### src/rtl/cnn_mac_pkg.sv
// Shared types and default widths for the CNN product accumulator slice.
package cnn_mac_pkg;

  localparam int unsigned DEF_IN_W  = 20;
  localparam int unsigned DEF_ACC_W = 24;
  localparam int unsigned DEF_CNT_W = 10;

  localparam logic [DEF_ACC_W-1:0] ACC_MAX = '1;

  typedef enum logic [1:0] {
    IDLE = 2'd0,
    ACC  = 2'd1,
    HOLD = 2'd2
  } state_t;

endpackage

### src/rtl/cnn_sat_add.sv
// Combinational unsigned saturating adder: ACC_W accumulator plus zero-extended IN_W operand.
module cnn_sat_add #(
  parameter int unsigned IN_W  = 20,
  parameter int unsigned ACC_W = 24
) (
  input  logic [ACC_W-1:0] a,
  input  logic [IN_W-1:0]  b,
  output logic [ACC_W-1:0] y,
  output logic             ovf
);

  logic [ACC_W:0] sum;

  always_comb begin
    sum = {1'b0, a} + (ACC_W+1)'(b);
    ovf = sum[ACC_W];
    y   = ovf ? '1 : sum[ACC_W-1:0];
  end

endmodule

### src/rtl/cnn_mac_acc.sv
// Streaming saturating accumulator: sums a run of len products and presents one result word.
module cnn_mac_acc
  import cnn_mac_pkg::*;
#(
  parameter int unsigned IN_W  = DEF_IN_W,
  parameter int unsigned ACC_W = DEF_ACC_W,
  parameter int unsigned CNT_W = DEF_CNT_W
) (
  input  logic             ap_clk,
  input  logic             ap_rst_n,
  input  logic             start,
  input  logic [CNT_W-1:0] len,
  output logic             busy,
  input  logic [IN_W-1:0]  in_data,
  input  logic             in_valid,
  output logic             in_ready,
  output logic [ACC_W-1:0] out_data,
  output logic             out_valid,
  input  logic             out_ready,
  output logic             out_ovf
);

  state_t           state;
  logic [CNT_W-1:0] len_q;
  logic [CNT_W-1:0] cnt;
  logic [ACC_W-1:0] acc;
  logic [ACC_W-1:0] acc_next;
  logic             ovf;
  logic             add_ovf;

  cnn_sat_add #(
    .IN_W  (IN_W),
    .ACC_W (ACC_W)
  ) u_sat_add (
    .a   (acc),
    .b   (in_data),
    .y   (acc_next),
    .ovf (add_ovf)
  );

  always_ff @(posedge ap_clk or negedge ap_rst_n) begin
    if (!ap_rst_n) begin
      state <= IDLE;
      len_q <= '0;
      cnt   <= '0;
      acc   <= '0;
      ovf   <= 1'b0;
    end else begin
      case (state)
        IDLE: begin
          if (start) begin
            len_q <= len;
            cnt   <= '0;
            acc   <= '0;
            ovf   <= 1'b0;
            state <= (len == '0) ? HOLD : ACC;
          end
        end
        ACC: begin
          if (in_valid) begin
            acc <= acc_next;
            ovf <= ovf | add_ovf;
            cnt <= cnt + CNT_W'(1);
            if (cnt == len_q - CNT_W'(1)) state <= HOLD;
          end
        end
        HOLD: begin
          if (out_ready) state <= IDLE;
        end
        default: state <= IDLE;
      endcase
    end
  end

  // Handshake outputs decode the state register only; no input-to-output paths.
  always_comb begin
    in_ready  = (state == ACC);
    out_valid = (state == HOLD);
    busy      = (state == ACC) || (state == HOLD);
    out_data  = acc;
    out_ovf   = ovf;
  end

endmodule
### config.mk
export PLATFORM = sky130hd
export DESIGN_NAME = cnn_mac_acc
export DESIGN_NICKNAME = d
export VERILOG_FILES = /design/src/rtl/cnn_mac_pkg.sv /design/src/rtl/cnn_sat_add.sv /design/src/rtl/cnn_mac_acc.sv
export SDC_FILE = /design/constraint.sdc
export NUM_CORES = 1
export LEC_CHECK = 0
export ABC_AREA = 0
export BUFFER_PORTS_ARGS = -buffer_cell sky130_fd_sc_hd__buf_2
export CAP_MARGIN = 0
export CELL_PAD_IN_SITES_DETAIL_PLACEMENT = 0
export CELL_PAD_IN_SITES_GLOBAL_PLACEMENT = 1
export CORE_MARGIN = 1
export CORE_UTILIZATION = 44
export CTS_BUF_LIST = sky130_fd_sc_hd__clkbuf_4 sky130_fd_sc_hd__clkbuf_8
export CTS_CLUSTER_SIZE = 14
export DETAILED_ROUTE_END_ITERATION = 8
export GPL_TIMING_DRIVEN = 0
export PLACE_DENSITY = 0.88
export SLEW_MARGIN = 20
export SYNTH_ARGS = -nofsm -noshare
export SYNTH_HDL_FRONTEND = slang
export SYNTH_SLANG_ARGS = --single-unit
export TNS_END_PERCENT = 5
### constraint.sdc
create_clock -name ap_clk -period 2.9 [get_ports ap_clk]
set_input_delay 0.145 -clock ap_clk [delete_from_list [all_inputs] [get_ports ap_clk]]
set_output_delay 0.145 -clock ap_clk [all_outputs]
set_load 0.02 [all_outputs]
* After elaboration in Yosys (flattened, before gate mapping)
Cells that the tools add are included.
Operators by class: add/sub/neg operators 3, multipliers 0, div/mod/pow operators 0, order comparisons 0, equality and inequality tests 7, shifts and indexed selects 0, multiplexer cells 16, bitwise logic cells 1, reduce and logical (&&, ||, !) cells 7
Operator list (number):
- $mux 24 | 3
- $pmux 24 s2 | 1
- $add 24x20->25 | 1
- $mux 10 | 2
- $pmux 10 s2 | 1
- $add 10x1->10 const B | 1
- $eq 10x10->1 | 1
- $logic_not 10->1 | 1
- $mux 2 | 5
- $sub 10x1->10 const B | 1
- $pmux 2 s3 | 1
- $ne 2x1->1 const B | 2
- $ne 2x2->1 const B | 2
- $reduce_and 4->1 | 1
- $reduce_and 3->1 | 1
- $eq 2x1->1 const B | 1
- $eq 2x2->1 const B | 1
- $logic_not 2->1 | 1
- $mux 1 | 2
- $pmux 1 s2 | 1
- $reduce_and 2->1 | 1
- $reduce_bool 2->1 | 1
- $logic_or 1x1->1 | 1
- $or 1x1->1 | 1
Word-level totals: flip-flop bits (word level) 47, latch bits 0, bits in writable memories 0, memory bits (read-only) 0, bits of input ports 35, output and inout port bits 28, logic and storage cells 39, memories 0

* Logic depth before layout (Yosys ltp)
Gate-level depths: netlist of run 1.
depth in word-level cells 5, depth in mapped cells 10, mapped depth without buffers 9

* By module
From an unflattened synthesis of run 1, not the netlist that was laid out.
Unflattened totals: cells, all modules 388, area total of the unflattened synthesis 3592.2 sq um
Modules (own cells, without submodules):
- cnn_mac_acc | times used 1, cells each 194, area an instance 2260.9 sq um, sequential area each 1176.1 sq um
- cnn_sat_add | times used 1, cells each 194, area an instance 1331.3 sq um, sequential area each 0.0 sq um

* Worst setup path before layout of run 1
OpenSTA, ideal clock, no wires.
path type register to register, from register acc[0] (netlist: out_data[0]), to register acc[7] (netlist: out_data[7]), setup time 126 ps, arrival time 2446 ps, required time 2774 ps, path slack 328 ps, cell stages (with the launch flop) 10, buffers on the path 0, period minus slack after synthesis 2572 ps, cell sequence dfrtp_1 > ha_1 > fa_1 > a21o_1 > a221o_1 > a22oi_2 > nand3_2 > nand3_2 > nor2_1 > a221o_1
Between the ends: cells in the longest elaborated chain, start to end 4
Ends and longest elaborated chain:
- start: declaration | RTL line cnn_mac_acc.sv:26 | logic [ACC_W-1:0] acc;
- start signal: assignment | RTL line cnn_mac_acc.sv:61 | acc <= acc_next;
- $add 24x20->25 | RTL line cnn_sat_add.sv:15 | sum = {1'b0, a} + (ACC_W+1)'(b);
- $mux 24 | RTL line cnn_sat_add.sv:17 | y = ovf ? '1 : sum[ACC_W-1:0];
- $mux 24 | RTL line cnn_mac_acc.sv:60 | if (in_valid) begin
- $pmux 24 s2 | RTL line cnn_mac_acc.sv:49 | case (state)
Every way passes these cells. The select of a mux whose other input is x is not followed. A chain may end at the register's enable or synchronous reset.

* Final worst setup path of run 1
from register acc[0] (netlist: out_data[0]), to register acc[8] (netlist: out_data[8])
The elaborated chain is that of the path after synthesis.

==> qor.csv, run 1 <==
stage,metric,value,unit
min_path,hp-start,len[0],
power_and_ir_drop,p_total,4080,uW
setup_path,rr_worst_depth,9,
clock_network,htreeDepth,2,
place,dp_hpwl,6.81,mm
routing,wl_per_cell,16.0,um
sta,slew_headroom,0.554,
clock_network,clkSinkCount,47,
job,drv_cap,0,
routing,vias,3314,
sta,min_period_over_period,0.950,
logic_synthesis,yosys.area.top_type,dfrtp_1,
floorplan,die_width,92.5,um
logic_synthesis,yosys.area_share.adder,0.0925,
global_routing,grt_first_pass_wirelength,15.3,mm
setup_path,crit_path_max_fanout,8,
logic_synthesis,synth_seq_cells,47,
setup_path,r2r-start,out_data[0],
logic_synthesis,synth_top_area_frac,0.327,
routing,ant_nets,0,
sta,finalSetupTns,0,ps
logic_synthesis,synth_ff_type,dfrtp_1,
logic_synthesis,yosysWarnings,0,
sta,max_freq,363,MHz
logic_synthesis,synthMuxAreaShare,0.0428,
routing,drc,0,
sta,tightest_slew,667,ps
logic_synthesis,synth_edf_count,0,
logic_synthesis,synth_nets,455,
sta,min_period,2750,ps
setup_path,r2r_end,out_data[8],
place,place_congestion,0.875,
routing,drtIter0Drc,200,
finish,drive_above_1_share,0.225,
logic_synthesis,syn_inst,394,
setup_path,arrival,2940,ps
sta,timing.hold.ws,76.4,ps
global_routing,first_global_vias,3181,
sta,finalSetupViolations,0,
min_path,min_path_cells,2,
clock_network,clock_latency,310,ps
logic_synthesis,synth_compound_area_frac,0.259,
logic_synthesis,synth_xor_area_frac,0.0706,
power_and_ir_drop,powerDensity,974,nW/um2
finish,finish.utilization,0.537,
global_routing,antenna_found_initial,0,
logic_synthesis,ys_seq_area_frac,0.327,
global_routing,grt_overflow_total,0,
clock_network,clockBufferDepth,2,
clock_network,numCtsBuffers,5,
logic_synthesis,synth_top_family_by_area,compound AO/OA/AOI/OAI gates,
setup_path,critPathLaunchType,register,
floorplan,core_area,7810,um2
min_path,hold_path.class,in2reg,
routing,routed_wl,9.08,mm
floorplan,die_area,8550,um2
routing,via_per_inst,5.83,
floorplan,start_util,0.461,
finish,area_growth_syn_to_layout,16.4,%
power_and_ir_drop,power.leakage,0.00207,uW
sta,grt_setup_unrepaired,false,
sta,final-max-slew-violation-count,0,
clock_network,cts_root_buffer,clkbuf_8,
clock_network,cts_tree,yes,
logic_synthesis,async_reset_ff_frac,1.00,
sta,hold_viol,0,
finish,final_nets,526,
floorplan,fp.dieH,92.5,um
floorplan,pin_count,63,
logic_synthesis,avgSynthCellArea,9.14,um2
setup_path,worstSetupPathType,reg2reg,
logic_synthesis,synthTopCellsByArea,"dfrtp_1 (33%), ha_1 (8.7%), a21oi_1 (5.1%)",
setup_path,crit_required,3090,ps
min_path,worstHoldEndpoint,len_q[0],
run_status,status,"finished, final reports clean",
finish,antennaDiodeCount,0,
routing,drt_pass1_iterations,4,
clock_network,clk_pin_slew,100,ps
global_routing,grt_max_degree,48,
place,place.port_buffers,62,
setup_path,reg2reg_setup_slack,150,ps
global_routing,track_usage,0.224,
setup_path,cp-end-kind,register,
power_and_ir_drop,ir_worst_vdd,0.510,mV
logic_synthesis,synth_simple_gate_area_frac,0.175,
logic_synthesis,synth_cell_types,73,
logic_synthesis,syn_area,3600,um2
sta,finalClockSkew,8.92,ps
floorplan,num_rows,32,
-- stage by stage --
step / setup WS [ps] / instance area (um2) / cells
after floorplan: 328 / 3600 / 394
after global placement: 81.6 / 4040 / 558
after detailed placement: 80.2 / 4040 / 558
after CTS: 43.3 / 4150 / 566
after global routing: 5.11 / 4190 / 568
final: 146 / 4190 / 568
-- power by group --
group | leakage [uW] | internal, uW | switching [uW]
logic | 0.00139 | 997 | 1450
clock network | 0.0000587 | 262 | 252
registers | 0.000619 | 872 | 247
total | 0.00207 | 2130 | 1950
-- flip-flops by register name, indices dropped and copies added, names as in the netlist --
name / count
cnt: 10
state: 2
out_data: 24
out_ovf: 1
len_q: 10
-- final cells by class --
type / instances / area, um2
Clock buffer: 5 / 68.8
Inverter: 11 / 41.3
Clock inverter: 3 / 47.5
Tap cell: 102 / 128
Multi-Input combinational cell: 319 / 2320
Sequential cell: 47 / 1180
Fill cell: 748 / 3620
Timing Repair Buffer: 64 / 330
Buffer: 17 / 80.1
-- routing by layer --
| metal | part of all wire | up-vias | global-route usage | routed length [um] |
|---|---|---|---|---|
| met4 | 0.0082 | 0 | 0.0612 | 74 |
| met1 | 0.49 | 1587 | 0.322 | 4400 |
| li1 | - | 1631 | - | - |
| met3 | 0.048 | 6 | 0.0378 | 434 |
| met5 | 0 | - | 0 | 0 |
| met2 | 0.46 | 90 | 0.345 | 4170 |
-- worst max-delay path, cell delays in order (launching register included) --
cell     delay (ps)
dfrtp_1         420
ha_1            220
fa_1            400
a21o_1          230
a221o_1         370
a22oi_2         220
nand3_4         160
nand3_4         190
nor2_1          120
a221o_1         310
-- worst max path at each step --
stage                       startpoint           to  slack, ps  cells after the start
after floorplan            out_data[0]  out_data[7]        330                      9
after global placement     out_data[0]  out_data[7]         80                      9
after detailed placement   out_data[0]  out_data[8]         80                      9
after CTS                  out_data[0]  out_data[8]         40                      9
after global routing      out_data[17]  out_data[8]          5                      9
final                      out_data[0]  out_data[8]        150                      9
-- cells in the mapped netlist (2+ instances only) --
cell type and instances:
a211o_1 2, a21o_1 21, a21oi_1 37, a221o_1 5
a221oi_1 2, a22o_1 3, a311oi_1 2, a31oi_1 4
and2_1 2, and3_1 7, buf_2 6, clkbuf_1 8
dfrtp_1 47, ha_1 25, inv_1 11, mux2_2 10
mux2i_1 3, nand2_1 26, nand2b_1 4, nand3_1 9
nand3_2 2, nand3b_1 2, nand4_1 12, nor2_1 23
nor2b_1 4, nor3_1 5, nor3b_1 3, nor4_1 5
o2111ai_1 2, o211ai_1 3, o21ai_0 20, o21ai_1 4
o22a_1 2, o22ai_1 2, o31ai_2 2, or3_1 5
xnor2_1 15, xor2_1 14
-- cell families (layout without fill, tap and decap cells) --
group / Yosys count / in the layout
fa+ha+maj: 26 / 26
xor+xnor: 29 / 29
mux: 14 / 14
buf+inv: 28 / 100
compound gates: 133 / 133
flops: 47 / 47
simple gates: 117 / 117
-- layout by cell type (no fill, tap or decap), types with 3 or more instances in the layout --
cell type / count
clkbuf_1: 8
a22o_1: 3
clkbuf_8: 5
buf_2: 67
a21o_1: 21
or3_1: 5
and3_1: 7
a221o_1: 5
o211ai_1: 3
nor2_1: 23
nand2b_1: 4
mux2_2: 10
nand4_1: 12
o21ai_0: 20
ha_1: 25
nand2_1: 26
nor3_1: 5
a31oi_1: 4
nor3b_1: 3
nor2b_1: 4
nand3_1: 9
a21oi_1: 37
mux2i_1: 3
xnor2_1: 15
dfrtp_1: 47
nor4_1: 5
inv_1: 11
xor2_1: 14
o21ai_1: 4
-- repair_timing --
| action | in CTS | in global routing |
|---|---|---|
| gates resized for setup | 0 | 2 |
| hold endpoints to repair | 0 | 47 |
| hold buffers | 0 | 1 |
| endpoints found under the setup margin | 0 | 13 |
| buffers inserted | 0 | 1 |
Note: power is estimated with default switching activity, not from simulation.
==> inputs of run 2 (changes only) <==
- BUFFER_PORTS_ARGS: -buffer_cell sky130_fd_sc_hd__buf_2 -> not set
- CORE_UTILIZATION: 44 -> 50
- DONT_BUFFER_PORTS: not set -> 1
==> run 2 against run 1 <==
Against the previous run: cell count decreased by 10%; core utilization up 4.8 points; clock skew fell by 2.4 ps; register-to-register slack got worse by 40 ps; non-clock buffer count decreased by 51; routed wire length decreased by 1.9%; critical path depth grew 1; die area fell by 12%; final area fell by 4.2%.
==> qor.csv, run 2 (synthesized netlist as in run 1, its figures left out) <==
stage,metric,value,unit,change
setup_path,crit_required,3100,ps,was 3090 ps
setup_path,critPathLaunchType,register,,unchanged
routing,drtIter0Drc,186,,was 200
finish,antennaDiodeCount,0,,unchanged
floorplan,pin_count,63,,unchanged
place,dp_cells,490,,was 558
global_routing,grt_overflow_total,0,,unchanged
global_routing,top_usage_layer,met2,,unchanged
sta,min_period,2790,ps,was 2750 ps
place,dp_hpwl,6.55,mm,was 6.81 mm
global_routing,grtUsageMet3,0.0550,,was 0.0378
sta,finalClockSkew,6.50,ps,was 8.92 ps
finish,fin_area,4010,um2,was 4190 um2
sta,timing.hold.ws,46.6,ps,was 76.4 ps
floorplan,die_width,86.9,um,was 92.5 um
global_routing,antenna_found_initial,0,,unchanged
sta,max_freq,358,MHz,was 363 MHz
setup_path,arrival,3000,ps,was 2940 ps
clock_network,clk_pin_slew,100,ps,about the same
floorplan,fp.dieH,86.9,um,was 92.5 um
global_routing,grt_max_degree,48,,unchanged
finish,area_growth_syn_to_layout,11.5,%,was 16.4%
global_routing,grt_first_pass_wirelength,14.4,mm,was 15.3 mm
job,drv_cap,0,,unchanged
clock_network,clkSinkCount,47,,unchanged
global_routing,use_met2,0.366,,was 0.345
power_and_ir_drop,power.leakage,0.00184,uW,was 0.00207 uW
setup_path,crit_path_max_fanout,10,,was 8
min_path,min_path_cells,3,,was 2
finish,largest_reg_flops,24,,unchanged
place,place_area,3720,um2,was 4040 um2
finish,fin_cells,511,,was 568
finish,final_cell_mix,"dfrtp_1 (46), a21oi_1 (37), nand2_1 (26)",,"was buf_2 (67), dfrtp_1 (47), a21oi_1 (37)"
finish,final_nets,475,,was 526
finish,drive_above_1_share,0.111,,was 0.225
routing,via_per_inst,6.15,,was 5.83
sta,tightest_slew,680,ps,was 667 ps
global_routing,met1_usage,0.363,,was 0.322
global_routing,first_global_vias,3021,,was 3181
sta,min_period_over_period,0.964,,was 0.950
clock_network,clockBufferDepth,2,,unchanged
place,place.port_buffers,0,,was 62
sta,finalSetupViolations,0,,unchanged
floorplan,core_area,6870,um2,was 7810 um2
sta,finalSetupTns,0,ps,unchanged
routing,ant_nets,0,,unchanged
clock_network,clock_latency,310,ps,about the same
place,pre_cts_slack,-15.4,ps,was 80.2 ps
clock_network,htreeDepth,2,,unchanged
min_path,hold_path.class,in2reg,,unchanged
clock_network,cts_tree,yes,,unchanged
routing,wl_per_cell,17.4,um,was 16.0 um
floorplan,num_rows,30,,was 32
setup_path,cp-end-kind,register,,unchanged
run_status,status,"finished, final reports clean",,unchanged
sta,hold_viol,0,,unchanged
routing,drt_pass1_iterations,5,,was 4
setup_path,worstSetupPathType,reg2reg,,unchanged
setup_path,rr_worst_depth,10,,was 9
finish,layout_commonest_cell,dfrtp_1,,was buf_2
routing,routed_wl,8.90,mm,was 9.08 mm
place,place_congestion,0.905,,was 0.875
global_routing,track_usage,0.244,,was 0.224
power_and_ir_drop,powerDensity,996,nW/um2,was 974 nW/um2
routing,vias,3144,,was 3314
sta,slew_headroom,0.545,,was 0.554
clock_network,numCtsBuffers,5,,unchanged
floorplan,start_util,0.524,,was 0.461
sta,grt_setup_unrepaired,false,,unchanged
sta,final-max-slew-violation-count,0,,unchanged
power_and_ir_drop,ir_worst_vdd,0.666,mV,was 0.510 mV
clock_network,cts_root_buffer,clkbuf_8,,unchanged
routing,drc,0,,unchanged
floorplan,die_area,7540,um2,was 8550 um2
sta,setup_slack,105,ps,was 146 ps
run 2: report_power, final:
group	internal (uW)	switching [uW]
clock	262	251
combinational	919	1270
sequential	870	422
total	2050	1950
run 2: layout make-up:
class                      instances  area (um2)
inverter                          11        41.3
sequential                        47        1180
timing repair buffer              13         145
clock buffer                       5        68.8
buffer                            17        80.1
multi-input combinational        319        2330
clock inverter                     3        47.5
tap                               96         120
fill                             629        2860
run 2: final timing paths:
kind / slack, ps / to / from
max in group asynchronous: 2330 / out_data[0] / ap_rst_n
min in group asynchronous: 330 / out_data[5] / ap_rst_n
max reg2reg: 110 / out_data[6] / out_data[0]
min reg2reg: 540 / len_q[9] / len_q[9]
min: 50 / state[1] / len[2]
max: 110 / out_data[6] / out_data[0]
run 2: per-layer routing:
layer	part of all wire	vias up
met5	0	-
met4	0.0048	0
met3	0.074	4
met2	0.43	85
met1	0.49	1520
li1	-	1535
run 2: per-stage QoR:
step           utilization  power (uW)
2_1_floorplan            -        2940
3_3_place_gp         0.542        3350
3_5_place_dp         0.542        3400
4_1_cts              0.580        3960
5_1_grt              0.584        4290
6_report             0.584        4000
run 2: repair_timing:
action / CTS / global route
hold endpoints to repair: 57 / 0
hold buffers: 12 / 0
endpoints found under the setup margin: 13 / 16
buffers inserted: 0 / 1
resized for setup: 2 / 4
pin swaps: 0 / 2
run 2: worst max-delay path, stage by stage (launching register included):
cell and delay (ps):
dfrtp_2 480, ha_1 230, fa_1 400, a21o_1 230, a221o_1 370, a22oi_2 200
nand3_4 160, nand3_4 170, buf_6 180, a21oi_1 90, a21o_1 170
==> inputs of run 3 (changes only) <==
- CORE_UTILIZATION: 50 -> 51
- PLACE_DENSITY: 0.88 -> 0.89
- SYNTH_HIERARCHICAL: not set -> 1
==> run 3 against run 2 <==
Against the previous run: routed wire length down 1.7%; cell count down 1.2%; synthesized cell count down 1.5%; via count down 3.6%; worst setup slack worse by 23 ps; worst hold slack better by 36 ps; critical endpoint is now out_data[19]; first-iteration DRC count down 44%; clock power about the same; combinational power down 15%; clock skew up 5.4 ps.
==> qor.csv, run 3 <==
stage,metric,value,unit,change
setup_path,cp_slowest_cell,dfrtp_2,,unchanged
finish,drive_above_1_share,0.103,,was 0.111
routing,dr_wl_met2,4.47,mm,was 3.86 mm
routing,met1Wirelength,3.76,mm,was 4.34 mm
finish,fillCellCount,601,,was 629
logic_synthesis,synth_ff_type,dfrtp_1,,unchanged
setup_path,crit_required,3110,ps,was 3100 ps
logic_synthesis,synth_nets,449,,was 455
sta,max_freq,355,MHz,was 358 MHz
job,drv_cap,0,,unchanged
finish,final_cell_mix,"dfrtp_1 (46), nand2_1 (39), nor2_1 (27)",,"was dfrtp_1 (46), a21oi_1 (37), nand2_1 (26)"
global_routing,first_global_vias,3016,,was 3021
place,dp_hpwl,6.57,mm,was 6.55 mm
sta,grt_setup_unrepaired,false,,unchanged
floorplan,die_width,85.9,um,was 86.9 um
logic_synthesis,synth_edf_count,0,,unchanged
routing,dr.max_layer_used,met4,,unchanged
setup_path,crit_path_max_fanout,10,,unchanged
logic_synthesis,syn_inst,388,,was 394
place,place.port_buffers,0,,unchanged
run_status,status,"finished, final reports clean",,unchanged
clock_network,clk_pin_slew,100,ps,about the same
logic_synthesis,synth_common_cells,"dfrtp_1 (47), nand2_1 (39), nor2_1 (27)",,"was dfrtp_1 (47), a21oi_1 (37), nand2_1 (26)"
setup_path,worstSetupPathType,reg2reg,,unchanged
finish,area_growth_syn_to_layout,11.2,%,was 11.5%
sta,tightest_slew,584,ps,was 680 ps
routing,wl_met3,308,um,was 661 um
power_and_ir_drop,powerDensity,889,nW/um2,was 996 nW/um2
routing,routed_wl,8.75,mm,was 8.90 mm
sta,min_period,2820,ps,was 2790 ps
sta,timing.hold.ws,82.2,ps,was 46.6 ps
floorplan,core_area,6790,um2,was 6870 um2
logic_synthesis,yosysMostFrequentCell,dfrtp_1,,unchanged
floorplan,die_area,7380,um2,was 7540 um2
sta,slew_headroom,0.610,,was 0.545
logic_synthesis,synth_cell_types,60,,was 73
clock_network,htreeDepth,2,,unchanged
floorplan,fp.dieH,85.9,um,was 86.9 um
sta,min_period_over_period,0.972,,was 0.964
sta,finalSetupViolations,0,,unchanged
finish,layout_commonest_cell,dfrtp_1,,unchanged
power_and_ir_drop,power.leakage,0.00187,uW,was 0.00184 uW
clock_network,clockBufferDepth,2,,unchanged
routing,via_per_inst,6.00,,was 6.15
logic_synthesis,syn_area,3590,um2,was 3600 um2
setup_path,arrival,3030,ps,was 3000 ps
min_path,hold_path.class,in2reg,,unchanged
logic_synthesis,yosysWarnings,6,,was 0
global_routing,antenna_found_initial,0,,unchanged
routing,wl_per_cell,17.3,um,was 17.4 um
global_routing,grt_overflow_total,0,,unchanged
setup_path,critPathLaunchType,register,,unchanged
sta,hold_viol,0,,unchanged
setup_path,cpPeakStageDelay,480,ps,about the same
clock_network,cts_tree,yes,,unchanged
logic_synthesis,synth_top_area_frac,0.327,,about the same
setup_path,cp-end-kind,register,,unchanged
sta,final-max-slew-violation-count,0,,unchanged
logic_synthesis,avgSynthCellArea,9.26,um2,was 9.14 um2
logic_synthesis,ys_seq_area_frac,0.327,,about the same
routing,drt_pass1_iterations,4,,was 5
floorplan,start_util,0.529,,was 0.524
logic_synthesis,synth_seq_cells,47,,unchanged
global_routing,grt_max_degree,48,,unchanged
logic_synthesis,async_reset_ff_frac,1.00,,unchanged
setup_path,crit_family,compound AO/OA/AOI/OAI gates,,unchanged
finish,fin_cells,505,,was 511
routing,drtIter0Drc,104,,was 186
routing,ant_nets,0,,unchanged
logic_synthesis,synthTopCellsByArea,"dfrtp_1 (33%), ha_1 (8.7%), a22o_1 (6.1%)",,"was dfrtp_1 (33%), ha_1 (8.7%), a21oi_1 (5.1%)"
finish,final_nets,469,,was 475
floorplan,pin_count,63,,unchanged
power_and_ir_drop,ir_worst_vdd,0.347,mV,was 0.666 mV
global_routing,grt_first_pass_wirelength,14.4,mm,about the same
place,dp_cells,484,,was 490
finish,multi_input_area,2330,um2,unchanged
clock_network,numCtsBuffers,5,,unchanged
finish,antennaDiodeCount,0,,unchanged
clock_network,cts_root_buffer,clkbuf_8,,unchanged
routing,vias,3031,,was 3144
sta,finalClockSkew,11.9,ps,was 6.50 ps
finish,largest_reg_flops,24,,unchanged
setup_path,crit_chain,"ha_1, fa_2, a21o_1, a221oi_4, o21ai_2, a31oi_4, a211o_4, buf_6, inv_2, a21o_1, a22o_1",,"was ha_1, fa_1, a21o_1, a221o_1, a22oi_2, nand3_4, nand3_4, buf_6, a21oi_1, a21o_1"
global_routing,track_usage,0.247,,was 0.244
power_and_ir_drop,p_total,3550,uW,was 4000 uW
setup_path,critPathBufInv,2,,was 1
clock_network,clock_latency,320,ps,was 310 ps
clock_network,clkSinkCount,47,,unchanged
setup_path,crit_top_cell,a21o_1,,
logic_synthesis,yosys.area.top_type,dfrtp_1,,unchanged
place,place_congestion,0.939,,was 0.905
floorplan,num_rows,30,,unchanged
finish,seq_area,1180,um2,unchanged
routing,drc,0,,unchanged
==> run 3: cell types whose count changed in the layout (fill, tap and decap cells not counted), sizes merged, moves of 4 or more <==
cell   previous run  this run
a21o             21        13
a21oi            38        22
a221o             5         0
a22o              3        25
a31oi             4        10
buf              10         4
nand2            26        39
nand4            12         7
nor2             23        27
o21ai            25        12
o31ai             4         0
xnor2            15        19
==> run 3: cells by family (layout without fill, tap and decap cells) <==
group,count (synthesis),after routing,share of synthesized area
flip-flops,47,47,0.327
AND/OR/NAND/NOR,130,130,0.192
XOR/XNOR,36,36,0.0899
AO/OA/AOI/OAI,111,111,0.230
multiplexers,13,13,0.0404
adder cells (fa/ha/maj),26,26,0.0927
buffers and inverters,25,46,0.0286
==> run 3: repair_timing <==
action                                 4_1_cts  5_1_grt
setup endpoints to repair                   22       13
endpoints found under the hold margin       57        0
hold buffers                                12        0
setup buffers                                1        0
pin swaps                                    2        3
gates resized for setup                      2        2
==> run 3: path summary, 6_finish.rpt <==
check	slack, ps	start	depth (start not counted)	end
setup / recovery	80	out_data[0]	11	out_data[19]
setup reg to reg	80	out_data[0]	11	out_data[19]
max in group asynchronous	2300	ap_rst_n	2	out_data[0]
hold reg to reg	540	cnt[0]	1	cnt[0]
hold / removal	80	start	2	len_q[9]
min in group asynchronous	380	ap_rst_n	2	out_data[18]
==> run 3: through the flow <==
stage	cell area, um2	TNS, ps	util	setup slack [ps]
after global routing	3990	0	0.588	2.03
after floorplan	3590	0	-	131
after CTS	3990	0	0.587	5.36
after global placement	3710	-2120	0.546	-185
after detailed placement	3710	-2000	0.546	-170
final	3990	0	0.588	82.0
==> run 3: layout make-up <==
| type | count | area share |
|---|---|---|
| buffer | 12 | 0.0135 |
| clock buffer | 5 | 0.0172 |
| tap | 96 | 0.0301 |
| sequential | 47 | 0.295 |
| inverter | 13 | 0.0122 |
| multi-input combinational | 316 | 0.584 |
| clock inverter | 3 | 0.0116 |
| timing repair buffer | 13 | 0.0363 |
==> run 3: routing by layer <==
metal / vias up / global-route usage
li1: 1475 / -
met1: 1478 / 0.300
met2: 62 / 0.442
met3: 16 / 0.0375
met4: 0 / 0.0879
met5: - / 0
==> run 3: power breakdown <==
group | switching [uW] | leakage (uW) | total (uW) | internal (uW)
Clock | 256 | 0.0000548 | 516 | 260
Sequential | 325 | 0.000617 | 1160 | 840
Combinational | 1060 | 0.00119 | 1870 | 804
